### src/rtl/opr_pkg.sv
// Shared types for the PDP-8 group-1 operate sequencer: phase encoding, latched
// command bits and the rule that picks the next executed phase.
package opr_pkg;

  typedef enum logic [2:0] {
    ST_IDLE = 3'd0,
    ST_CLR  = 3'd1,
    ST_CMP  = 3'd2,
    ST_INC  = 3'd3,
    ST_ROT1 = 3'd4,
    ST_ROT2 = 3'd5,
    ST_DONE = 3'd6
  } state_e;

  typedef struct packed {
    logic cla;
    logic cll;
    logic cma;
    logic cml;
    logic iac;
    logic ral;
    logic rar;
    logic twice;
  } cmd_t;

  localparam cmd_t CMD_NONE = '0;

  // Skipped phases fall through to the next one in event-time order.
  // RAL and RAR together cancel, so the ring is left untouched.
  function automatic state_e next_phase(input state_e cur, input cmd_t c);
    logic   do_cmp;
    logic   do_inc;
    logic   do_rot;
    state_e nxt;
    do_cmp = c.cma | c.cml;
    do_inc = c.iac;
    do_rot = c.ral ^ c.rar;
    nxt    = ST_DONE;
    case (cur)
      ST_CLR: begin
        if (do_cmp)      nxt = ST_CMP;
        else if (do_inc) nxt = ST_INC;
        else if (do_rot) nxt = ST_ROT1;
      end
      ST_CMP: begin
        if (do_inc)      nxt = ST_INC;
        else if (do_rot) nxt = ST_ROT1;
      end
      ST_INC: begin
        if (do_rot) nxt = ST_ROT1;
      end
      ST_ROT1: begin
        if (c.twice) nxt = ST_ROT2;
      end
      default: nxt = ST_DONE;
    endcase
    return nxt;
  endfunction

endpackage

### src/rtl/opr_group1_seq_link_rotate.sv
// One-position rotate of the WIDTH+1 bit {L,AC} ring; dir=1 rotates right.
module link_rotate #(
  parameter int WIDTH = 12
) (
  input  logic [WIDTH-1:0] ac_in,
  input  logic             l_in,
  input  logic             dir,
  output logic [WIDTH-1:0] ac_out,
  output logic             l_out
);

  always_comb begin
    if (dir) begin
      l_out  = ac_in[0];
      ac_out = {l_in, ac_in[WIDTH-1:1]};
    end else begin
      l_out  = ac_in[WIDTH-1];
      ac_out = {ac_in[WIDTH-2:0], l_in};
    end
  end

endmodule

### src/rtl/opr_group1_seq.sv
// Sequenced PDP-8 group-1 operate unit: clear/OR, complement, increment and
// rotate run as one-cycle phases on a registered {L,AC}, ending in a DONE pulse.
module opr_group1_seq #(
  parameter int WIDTH = 12
) (
  input  logic             CLK,
  input  logic             RESET,
  input  logic             START,
  input  logic [WIDTH-1:0] AC_IN,
  input  logic             L_IN,
  input  logic [WIDTH-1:0] DOR,
  input  logic             CLA,
  input  logic             CLL,
  input  logic             CMA,
  input  logic             CML,
  input  logic             IAC,
  input  logic             RAL,
  input  logic             RAR,
  input  logic             TWICE,
  output logic [WIDTH-1:0] AC_OUT,
  output logic             L_OUT,
  output logic             BUSY,
  output logic             DONE
);
  import opr_pkg::*;

  state_e           state_q, state_d;
  cmd_t             cmd_q, cmd_d;
  logic [WIDTH-1:0] ac_q, ac_d;
  logic             l_q, l_d;
  logic [WIDTH-1:0] dor_q, dor_d;

  logic             accept;
  logic [WIDTH:0]   inc_sum;
  logic [WIDTH-1:0] rot_ac;
  logic             rot_l;

  link_rotate #(.WIDTH(WIDTH)) u_rotate (
    .ac_in  (ac_q),
    .l_in   (l_q),
    .dir    (cmd_q.rar),
    .ac_out (rot_ac),
    .l_out  (rot_l)
  );

  // The carry out of the AC increment is what toggles the link.
  assign inc_sum = {1'b0, ac_q} + {{WIDTH{1'b0}}, 1'b1};
  assign accept  = START && ((state_q == ST_IDLE) || (state_q == ST_DONE));

  always_comb begin
    state_d = state_q;
    cmd_d   = cmd_q;
    ac_d    = ac_q;
    l_d     = l_q;
    dor_d   = dor_q;
    case (state_q)
      ST_IDLE: state_d = ST_IDLE;
      ST_CLR: begin
        ac_d    = (cmd_q.cla ? '0 : ac_q) | dor_q;
        l_d     = cmd_q.cll ? 1'b0 : l_q;
        state_d = next_phase(ST_CLR, cmd_q);
      end
      ST_CMP: begin
        ac_d    = cmd_q.cma ? ~ac_q : ac_q;
        l_d     = l_q ^ cmd_q.cml;
        state_d = next_phase(ST_CMP, cmd_q);
      end
      ST_INC: begin
        ac_d    = inc_sum[WIDTH-1:0];
        l_d     = l_q ^ inc_sum[WIDTH];
        state_d = next_phase(ST_INC, cmd_q);
      end
      ST_ROT1, ST_ROT2: begin
        ac_d    = rot_ac;
        l_d     = rot_l;
        state_d = next_phase(state_q, cmd_q);
      end
      ST_DONE: state_d = ST_IDLE;
      default: state_d = ST_IDLE;
    endcase
    // A request taken in DONE overrides the return to IDLE, giving no gap.
    if (accept) begin
      ac_d    = AC_IN;
      l_d     = L_IN;
      dor_d   = DOR;
      cmd_d   = '{cla: CLA, cll: CLL, cma: CMA, cml: CML,
                  iac: IAC, ral: RAL, rar: RAR, twice: TWICE};
      state_d = ST_CLR;
    end
  end

  always_ff @(posedge CLK or posedge RESET) begin
    if (RESET) begin
      state_q <= ST_IDLE;
      cmd_q   <= CMD_NONE;
      ac_q    <= '0;
      l_q     <= 1'b0;
      dor_q   <= '0;
    end else begin
      state_q <= state_d;
      cmd_q   <= cmd_d;
      ac_q    <= ac_d;
      l_q     <= l_d;
      dor_q   <= dor_d;
    end
  end

  assign AC_OUT = ac_q;
  assign L_OUT  = l_q;
  assign BUSY   = (state_q != ST_IDLE) && (state_q != ST_DONE);
  assign DONE   = (state_q == ST_DONE);

endmodule
### config.mk
export PLATFORM = sky130hd
export DESIGN_NAME = opr_group1_seq
export DESIGN_NICKNAME = d
export VERILOG_FILES = /design/src/rtl/opr_pkg.sv /design/src/rtl/opr_group1_seq_link_rotate.sv /design/src/rtl/opr_group1_seq.sv
export SDC_FILE = /design/constraint.sdc
export NUM_CORES = 1
export LEC_CHECK = 0
export CAP_MARGIN = 20
export CORE_MARGIN = 4
export CORE_UTILIZATION = 55
export CTS_CLUSTER_DIAMETER = 80
export DETAILED_ROUTE_END_ITERATION = 8
export PLACE_DENSITY = 0.86
export SYNTH_ARGS = -nofsm -noshare
export SYNTH_HDL_FRONTEND = slang
export SYNTH_SLANG_ARGS = --single-unit
### constraint.sdc
create_clock -name CLK -period 3.8 [get_ports CLK]
set_input_delay 0.76 -clock CLK [delete_from_list [all_inputs] [get_ports CLK]]
set_output_delay 0.76 -clock CLK [all_outputs]
set_load 0.02 [all_outputs]
=== Yosys cells after proc, flatten, opt, wreduce, memory -nomap -nowiden ===
Index checks and enable logic that the tools add are counted.

* Bits in registers: 36
* Latch bits: 0
* RAM bits: 0
* Bits in read-only memories: 0
* Input port bits: 36
* Output and inout port bits: 15
* Word-level logic and storage cells: 53
* Memories: 0

* Add/sub/neg operators: 1
* $mul: 0
* Divide/modulo/power cells: 0
* Magnitude comparators: 0
* Equality and inequality tests: 9
* Shifts and indexed selects: 0
* Multiplexer cells: 16
* Bitwise operators: 6
* Reductions and logical operators: 9

{| class="wikitable"
|+ Operators by type and width
! kind !! number
|-
| 12-bit two-way mux || 4
|-
| 12-bit one-hot mux with 4 select lines || 1
|-
| 12-bit by 1-bit adder with 13-bit output (second input constant) || 1
|-
| 12-bit NOT || 1
|-
| 12-bit OR || 1
|-
| 3-bit one-hot mux with 4 select lines || 1
|-
| 3-bit == test (second input constant) || 3
|-
| 3-bit two-way mux || 3
|-
| 3-bit inequality test (second input constant) || 3
|-
| 3-bit by 2-bit == test with 1-bit output (second input constant) || 2
|-
| 2-bit two-way mux || 3
|-
| 5-bit nonzero test || 1
|-
| 1-bit one-hot mux with 4 select lines || 1
|-
| 2-bit AND reduction || 2
|-
| 3-bit by 1-bit == test with 1-bit output (second input constant) || 1
|-
| 3-bit zero test || 1
|-
| 1-bit two-way mux || 3
|-
| 3-bit nonzero test || 1
|-
| 1-bit bitwise XOR || 3
|-
| 1-bit logical AND || 2
|-
| 2-bit OR reduction || 1
|-
| 1-bit logical OR || 1
|-
| 1-bit OR || 1
|}

=== Longest topological paths before layout ===
Gate-level depths: netlist of the first run.

* Word-level depth: 6
* Gate-level depth with buffers: 7

=== Modules after synthesis ===
Synthesis of the first run repeated with hierarchy kept, for this count alone.

* Cells, all modules: 312
* Area, all modules: 2531.2 µm²

{| class="wikitable"
|+ Modules (own cells, without submodules)
! module !! instances !! cells an instance !! area an instance (µm²)
|-
| opr_group1_seq || 1 || 298 || 2336.0
|-
| link_rotate || 1 || 14 || 195.2
|}

=== Worst setup path before layout of the first run ===
OpenSTA, ideal clock, no wires.

* Path type: flip-flop to output port
* From: register state_q[2]
* To: output port BUSY
* Arrival time: 1206 ps
* Required time: 3040 ps
* Path slack: 1834 ps
* Cell stages (with the launch flop): 5
* Path buffers: 2
* Path through: dfrtp_1 buf_6 nand2b_1 clkbuf_1 nand3_1

* Longest elaborated chain between the ends: 2

{| class="wikitable"
|+ Ends and longest elaborated chain
! item !! line !! text
|-
| start, declared || opr_group1_seq.sv:27 || <nowiki>state_e state_q, state_d;</nowiki>
|-
| start signal, assigned || opr_group1_seq.sv:100 || <nowiki>state_q <= state_d;</nowiki>
|-
| 3-bit inequality test or 3-bit nonzero test (tied branches) || opr_group1_seq.sv:110 || <nowiki>assign BUSY = (state_q != ST_IDLE) && (state_q != ST_DONE);</nowiki>
|-
| 1-bit logical AND * || opr_group1_seq.sv:110 ||
|-
| end, declared || opr_group1_seq.sv:22 || <nowiki>output logic BUSY,</nowiki>
|}

Every way passes the cells marked *; elsewhere a longest branch is shown, timed or not.

=== Worst setup path in the final report of the first run ===
Ends and elaborated chain as after synthesis.

==> impl_metrics.json, run 1 <==
{
  "status": "finished clean",
  "drt_first_pass_iters": 5,
  "insertion_delay_ns": 0.29,
  "p_leak_nw": 1.22,
  "grt-ovfl-total": 0,
  "cts_buffers": 5,
  "ys_async_sr_fraction_pct": 100,
  "coreArea_um2": 4120,
  "root_buffer": "clkbuf_8",
  "grt_max_degree": 37,
  "yosys-top-cells-area": "dfrtp_1 37%, nand2_1 11%, o21ai_0 4.8%",
  "post-route-min-period_ns": 3.14,
  "drtIter0Drc": 251,
  "crit_path_end_kind": "output port",
  "setup_violations": 0,
  "dieArea_um2": 5500,
  "synth_nets": 340,
  "powerDensity_nw_per_um2": 955,
  "slew_headroom_pct": 48.1,
  "portBuffers": 50,
  "critPathArrivalTime_ns": 2.38,
  "r2r_cells": 7,
  "place_congestion": 0.879,
  "die_h_um": 74.1,
  "tightest_slew_ns": 0.778,
  "wl_per_cell_um": 16.6,
  "whs_ns": 0.477,
  "avgSynthCellArea_um2": 7.94,
  "reg2reg_from": "state_q[1]",
  "area_growth_pct": 22.7,
  "fin_crit_sh_pct": 82.5,
  "clkTransAtPathRegs_ns": 0.07,
  "synth_top_area_cell": "dfrtp_1",
  "htreeDepth": 2,
  "die_w_um": 74.1,
  "skew_ns": 0.00345,
  "netlist_top_cells_count": "73 x nand2_1, 36 x dfrtp_1, 23 x o21ai_0, 22 x a21oi_1, 19 x nor2_1",
  "hold_viol_final": 0,
  "drc_errors": 0,
  "grt_antenna_before_repair": 0,
  "tritoncts": "built",
  "power_mw": 2.82,
  "maxCapViolations": 0,
  "rsz0062_at_grt": "false",
  "endpoint": "BUSY",
  "synth_top_area_share_pct": 37.4,
  "initial_core_util_pct": 58.5,
  "yosysSeqAreaShare_pct": 37.4,
  "worstPathCellList": "nand2b_1 > nand3_1 > clkdlybuf4s50_1",
  "wirelength_mm": 6.47,
  "clockBufferDepth": 2,
  "grt_pass1_wl_mm": 10.7,
  "cts_resized": 0,
  "via_per_inst": 6.07,
  "ioPinCount": 51,
  "max_freq_mhz": 319,
  "synth_most_common_cell": "nand2_1",
  "insertedDiodeCount": 0,
  "first_global_vias": 2209,
  "worstSetupPathType": "reg -> out",
  "hold_path_class": "reg -> reg",
  "synth-seq-cells": 36,
  "ctsHoldBuffers": 0,
  "fin_nets": 376,
  "cts_setup_buffers": 0,
  "drive_gt1_share_pct": 6.47,
  "placed_cell_area_um2": 2860,
  "netlist_instances": 303,
  "ys.flop_type": "dfrtp_1",
  "fillCellCount": 328,
  "cp_slowest_cell": "dfrtp_1",
  "place_hpwl_mm": 4.39,
  "num_rows": 23,
  "crit_fanout": 22,
  "cpPeakStageDelay_ns": 0.75,
  "final_area_um2": 2950,
  "r2r_slack_ns": 1.36,
  "vias": 2368,
  "tritoncts_num_sinks": 36,
  "cp-start-kind": "flip-flop",
  "track_usage_pct": 25.3,
  "postRouteAntennaNets": 0,
  "hold_start": "dor_q[10]",
  "ys_types": 55,
  "tns_ns": 0,
  "synth_edf_count": 0,
  "synth.yosys.warnings": 0,
  "peakVddDrop_mv": 0.509,
  "timing.rr.end": "AC_OUT[10]",
  "crit_required_ns": 3.04,
  "slew_viol_final": 0,
  "fin_util_pct": 71.7,
  "syn-cell-area_um2": 2410,
  "crit_start": "state_q[2]"
}
==> report_power, final <==
group / total (mW) / internal, mW / switching (mW)
combinational: 1.59 / 0.721 / 0.872
clock: 0.281 / 0.148 / 0.133
sequential: 0.945 / 0.582 / 0.363
==> cell type report <==
cell class                      instances  area [um2]  area share [%]
Inverter                                4        15.0           0.509
Clock buffer                            8        90.1            3.05
Tap cell                               50        62.6            2.12
Timing Repair Buffer                   54         531            18.0
Sequential cell                        36         901            30.5
Multi-Input combinational cell        238        1350            45.8
==> stage by stage <==
stage	setup slack, ns	instances
after floorplan	1.83	303
after global placement	1.05	382
after detailed placement	0.994	382
after CTS	0.687	390
after global routing	0.521	390
final	0.664	390
==> kinds of logic (layout without fill, tap and decap cells) <==
family                     count (synthesis)  after routing  share of synthesized area [%]
AOI/OAI and AO/OA                         87             87                           22.9
adders and majority gates                  1              1                          0.520
DFF                                       36             36                           37.4
xor gates and xnor gates                   5              5                           2.13
muxes                                     12             12                           5.25
buffers and inverters                     29             66                           6.45
and+or+nand+nor                          133            133                           25.3
==> routing by layer <==
metal	global-route usage, %	routed length (um)	vias to the layer above
li1	-	-	1138
met1	37.0	2860	1125
met2	38.6	3080	98
met3	4.59	449	7
met4	7.44	85	0
met5	0	0	-
==> critical path, delay by kind of cell (launching register included) <==
kind	cells	cell delay [ns]
flip-flops	1	0.75
AND/OR/NAND/NOR	2	0.71
buffers and inverters	1	0.62
==> how the worst min path moves through the flow <==
stage	slack, ns	to	cells past startpoint
final	0.48	dor_q[10]	2
after global placement	0.46	dor_q[10]	2
after global routing	0.50	dor_q[3]	2
after floorplan	0.44	dor_q[5]	2
after detailed placement	0.46	dor_q[10]	2
after CTS	0.48	dor_q[10]	2
==> registers in the layout, indices dropped and copies added (netlist names) <==
signal	flops
cmd_q	8
state_q	3
dor_q	12
AC_OUT	12
L_OUT	1
==> layout by cell type, fill, tap and decap left out, drive strengths merged, types with 3 or more instances in the layout <==
cell type | netlist | routed
a2111oi | 4 | 4
a211oi | 4 | 4
a21oi | 22 | 22
buf | 19 | 4
clkbuf | 6 | 8
clkdlybuf4s50 | 0 | 50
dfrtp | 36 | 36
inv | 3 | 3
mux2 | 5 | 5
mux2i | 7 | 7
nand2 | 73 | 73
nand2b | 3 | 3
nand3 | 10 | 10
nor2 | 19 | 19
nor2b | 6 | 6
nor3 | 5 | 5
nor4 | 3 | 3
o21ai | 27 | 27
o22ai | 5 | 5
o41ai | 3 | 3
xor2 | 3 | 3
Note: power is estimated with default switching activity, not from simulation.
==> run 2, diff against run 1 <==
--- a/config.mk
+++ b/config.mk
@@ -7,10 +7,10 @@
 export LEC_CHECK = 0
 export CAP_MARGIN = 20
 export CORE_MARGIN = 4
-export CORE_UTILIZATION = 55
+export CORE_UTILIZATION = 51
 export CTS_CLUSTER_DIAMETER = 80
 export DETAILED_ROUTE_END_ITERATION = 8
-export PLACE_DENSITY = 0.86
+export PLACE_DENSITY = 0.81
 export SYNTH_ARGS = -nofsm -noshare
 export SYNTH_HDL_FRONTEND = slang
 export SYNTH_SLANG_ARGS = --single-unit
==> constraint.sdc (replaced) <==
create_clock -name CLK -period 2.99 [get_ports CLK]
set_input_delay 0.598 -clock CLK [delete_from_list [all_inputs] [get_ports CLK]]
set_output_delay 0.598 -clock CLK [all_outputs]
set_load 0.02 [all_outputs]
==> impl_metrics.json, run 2 (synthesis results as in run 1) <==
{
  "wirelength_mm": 6.86,
  "cpPeakStageDelay_ns": 0.80,
  "worstSetupPathType": "reg -> out",
  "peakVddDrop_mv": 0.661,
  "clkTransAtPathRegs_ns": 0.07,
  "tightest_slew_ns": 0.799,
  "die_h_um": 76.7,
  "portBuffers": 50,
  "via_per_inst": 6.04,
  "die_w_um": 76.7,
  "drc_errors": 0,
  "drt_first_pass_iters": 5,
  "setup_violations": 0,
  "grt_max_degree": 37,
  "fillCellCount": 394,
  "seqCellArea_um2": 901,
  "max_freq_mhz": 371,
  "powerDensity_nw_per_um2": 1220,
  "initial_core_util_pct": 53.8,
  "crit_buf_inv": 1,
  "p_leak_nw": 1.25,
  "crit_required_ns": 2.39,
  "dieArea_um2": 5880,
  "num_rows": 24,
  "cts_buffers": 5,
  "rsz0062_at_grt": "false",
  "critPathArrivalTime_ns": 2.10,
  "fin_cells": 397,
  "insertion_delay_ns": 0.29,
  "final_cell_mix": "73 x nand2_1, 50 x clkdlybuf4s50_1, 36 x dfrtp_1, 23 x o21ai_0, 22 x a21oi_1",
  "dp_cells": 390,
  "worstPathCellList": "and2_1 > and2_1 > clkdlybuf4s50_1",
  "tritoncts_num_sinks": 36,
  "grt_pass1_wl_mm": 11.4,
  "root_buffer": "clkbuf_8",
  "skew_ns": 0.00606,
  "ctsHoldBuffers": 0,
  "tns_ns": 0,
  "drive_gt1_share_pct": 8.12,
  "status": "finished clean",
  "area_growth_pct": 24.1,
  "layout_commonest_cell": "nand2_1",
  "coreArea_um2": 4470,
  "crit_path_end_kind": "output port",
  "cts_setup_buffers": 0,
  "grt-ovfl-total": 0,
  "cp-start-kind": "flip-flop",
  "path_common_cell": "and2_1",
  "fin_nets": 382,
  "post-route-min-period_ns": 2.69,
  "hold_viol_final": 0,
  "multiInputGateArea_um2": 1350,
  "grt_antenna_before_repair": 0,
  "tritoncts": "built",
  "track_usage_pct": 23.8,
  "fin_crit_sh_pct": 90.1,
  "wl_per_cell_um": 17.3,
  "drtIter0Drc": 241,
  "vias": 2396,
  "place_hpwl_mm": 4.82,
  "clockBufferDepth": 2,
  "slew_headroom_pct": 46.8,
  "cp_slowest_cell": "dfrtp_1",
  "slew_viol_final": 0,
  "insertedDiodeCount": 0,
  "place_congestion": 0.933,
  "crit_fanout": 22,
  "maxCapViolations": 0,
  "first_global_vias": 2368,
  "crit_family": "flip-flops",
  "htreeDepth": 2,
  "cts_resized": 0,
  "ioPinCount": 51,
  "hold_path_class": "reg -> reg",
  "power_mw": 3.65,
  "postRouteAntennaNets": 0
}
## run 2: area by class of cell
class	count	share of cell area [%]
clock buffers	6	2.43
clock inverters	1	0.168
inverters	4	0.503
multi-input cells	238	45.3
flip-flops and latches	36	30.2
well taps	52	2.18
repair buffers	60	19.3
## run 2: tightest hold or removal path, cell delays in order, from the launching register on
cell and delay [ns]:
dfrtp_1 0.34, nand2_1 0.05, nand2_1 0.05
## run 2: final timing paths
| kind | startpoint | to | slack [ns] | cells past startpoint |
|---|---|---|---|---|
| setup / recovery | state_q[2] | DONE | 0.30 | 3 |
| hold / removal | dor_q[1] | dor_q[1] | 0.47 | 2 |
| setup reg to reg | state_q[2] | AC_OUT[0] | 0.54 | 5 |
| hold reg to reg | dor_q[1] | dor_q[1] | 0.47 | 2 |
| max in group asynchronous | RESET | cmd_q[1] | 1.93 | 3 |
| min in group asynchronous | RESET | dor_q[9] | 0.73 | 3 |
## run 2: power by group
group | switching [mW] | leakage (nW) | internal [mW]
sequential | 0.445 | 0.439 | 0.739
clock | 0.178 | 0.0410 | 0.159
combinational | 1.16 | 0.767 | 0.968
## run 2: metal layers
layer	global-route usage, %	part of all wire (%)	up-vias
li1	-	-	1158
met3	5.15	5.0	13
met4	7.61	1.2	0
met1	31.6	44	1132
met5	0	0	-
met2	38.7	49	93
## run 2: through the flow
step	setup WS [ns]	cell area [um2]	utilization, %	hold WS, ns
2_1_floorplan	1.11	2410	-	0.440
3_3_place_gp	0.526	2910	65.0	0.462
3_5_place_dp	0.470	2910	65.0	0.463
4_1_cts	0.309	2990	66.8	0.481
5_1_grt	0.190	2990	66.8	0.516
6_report	0.296	2990	66.8	0.473
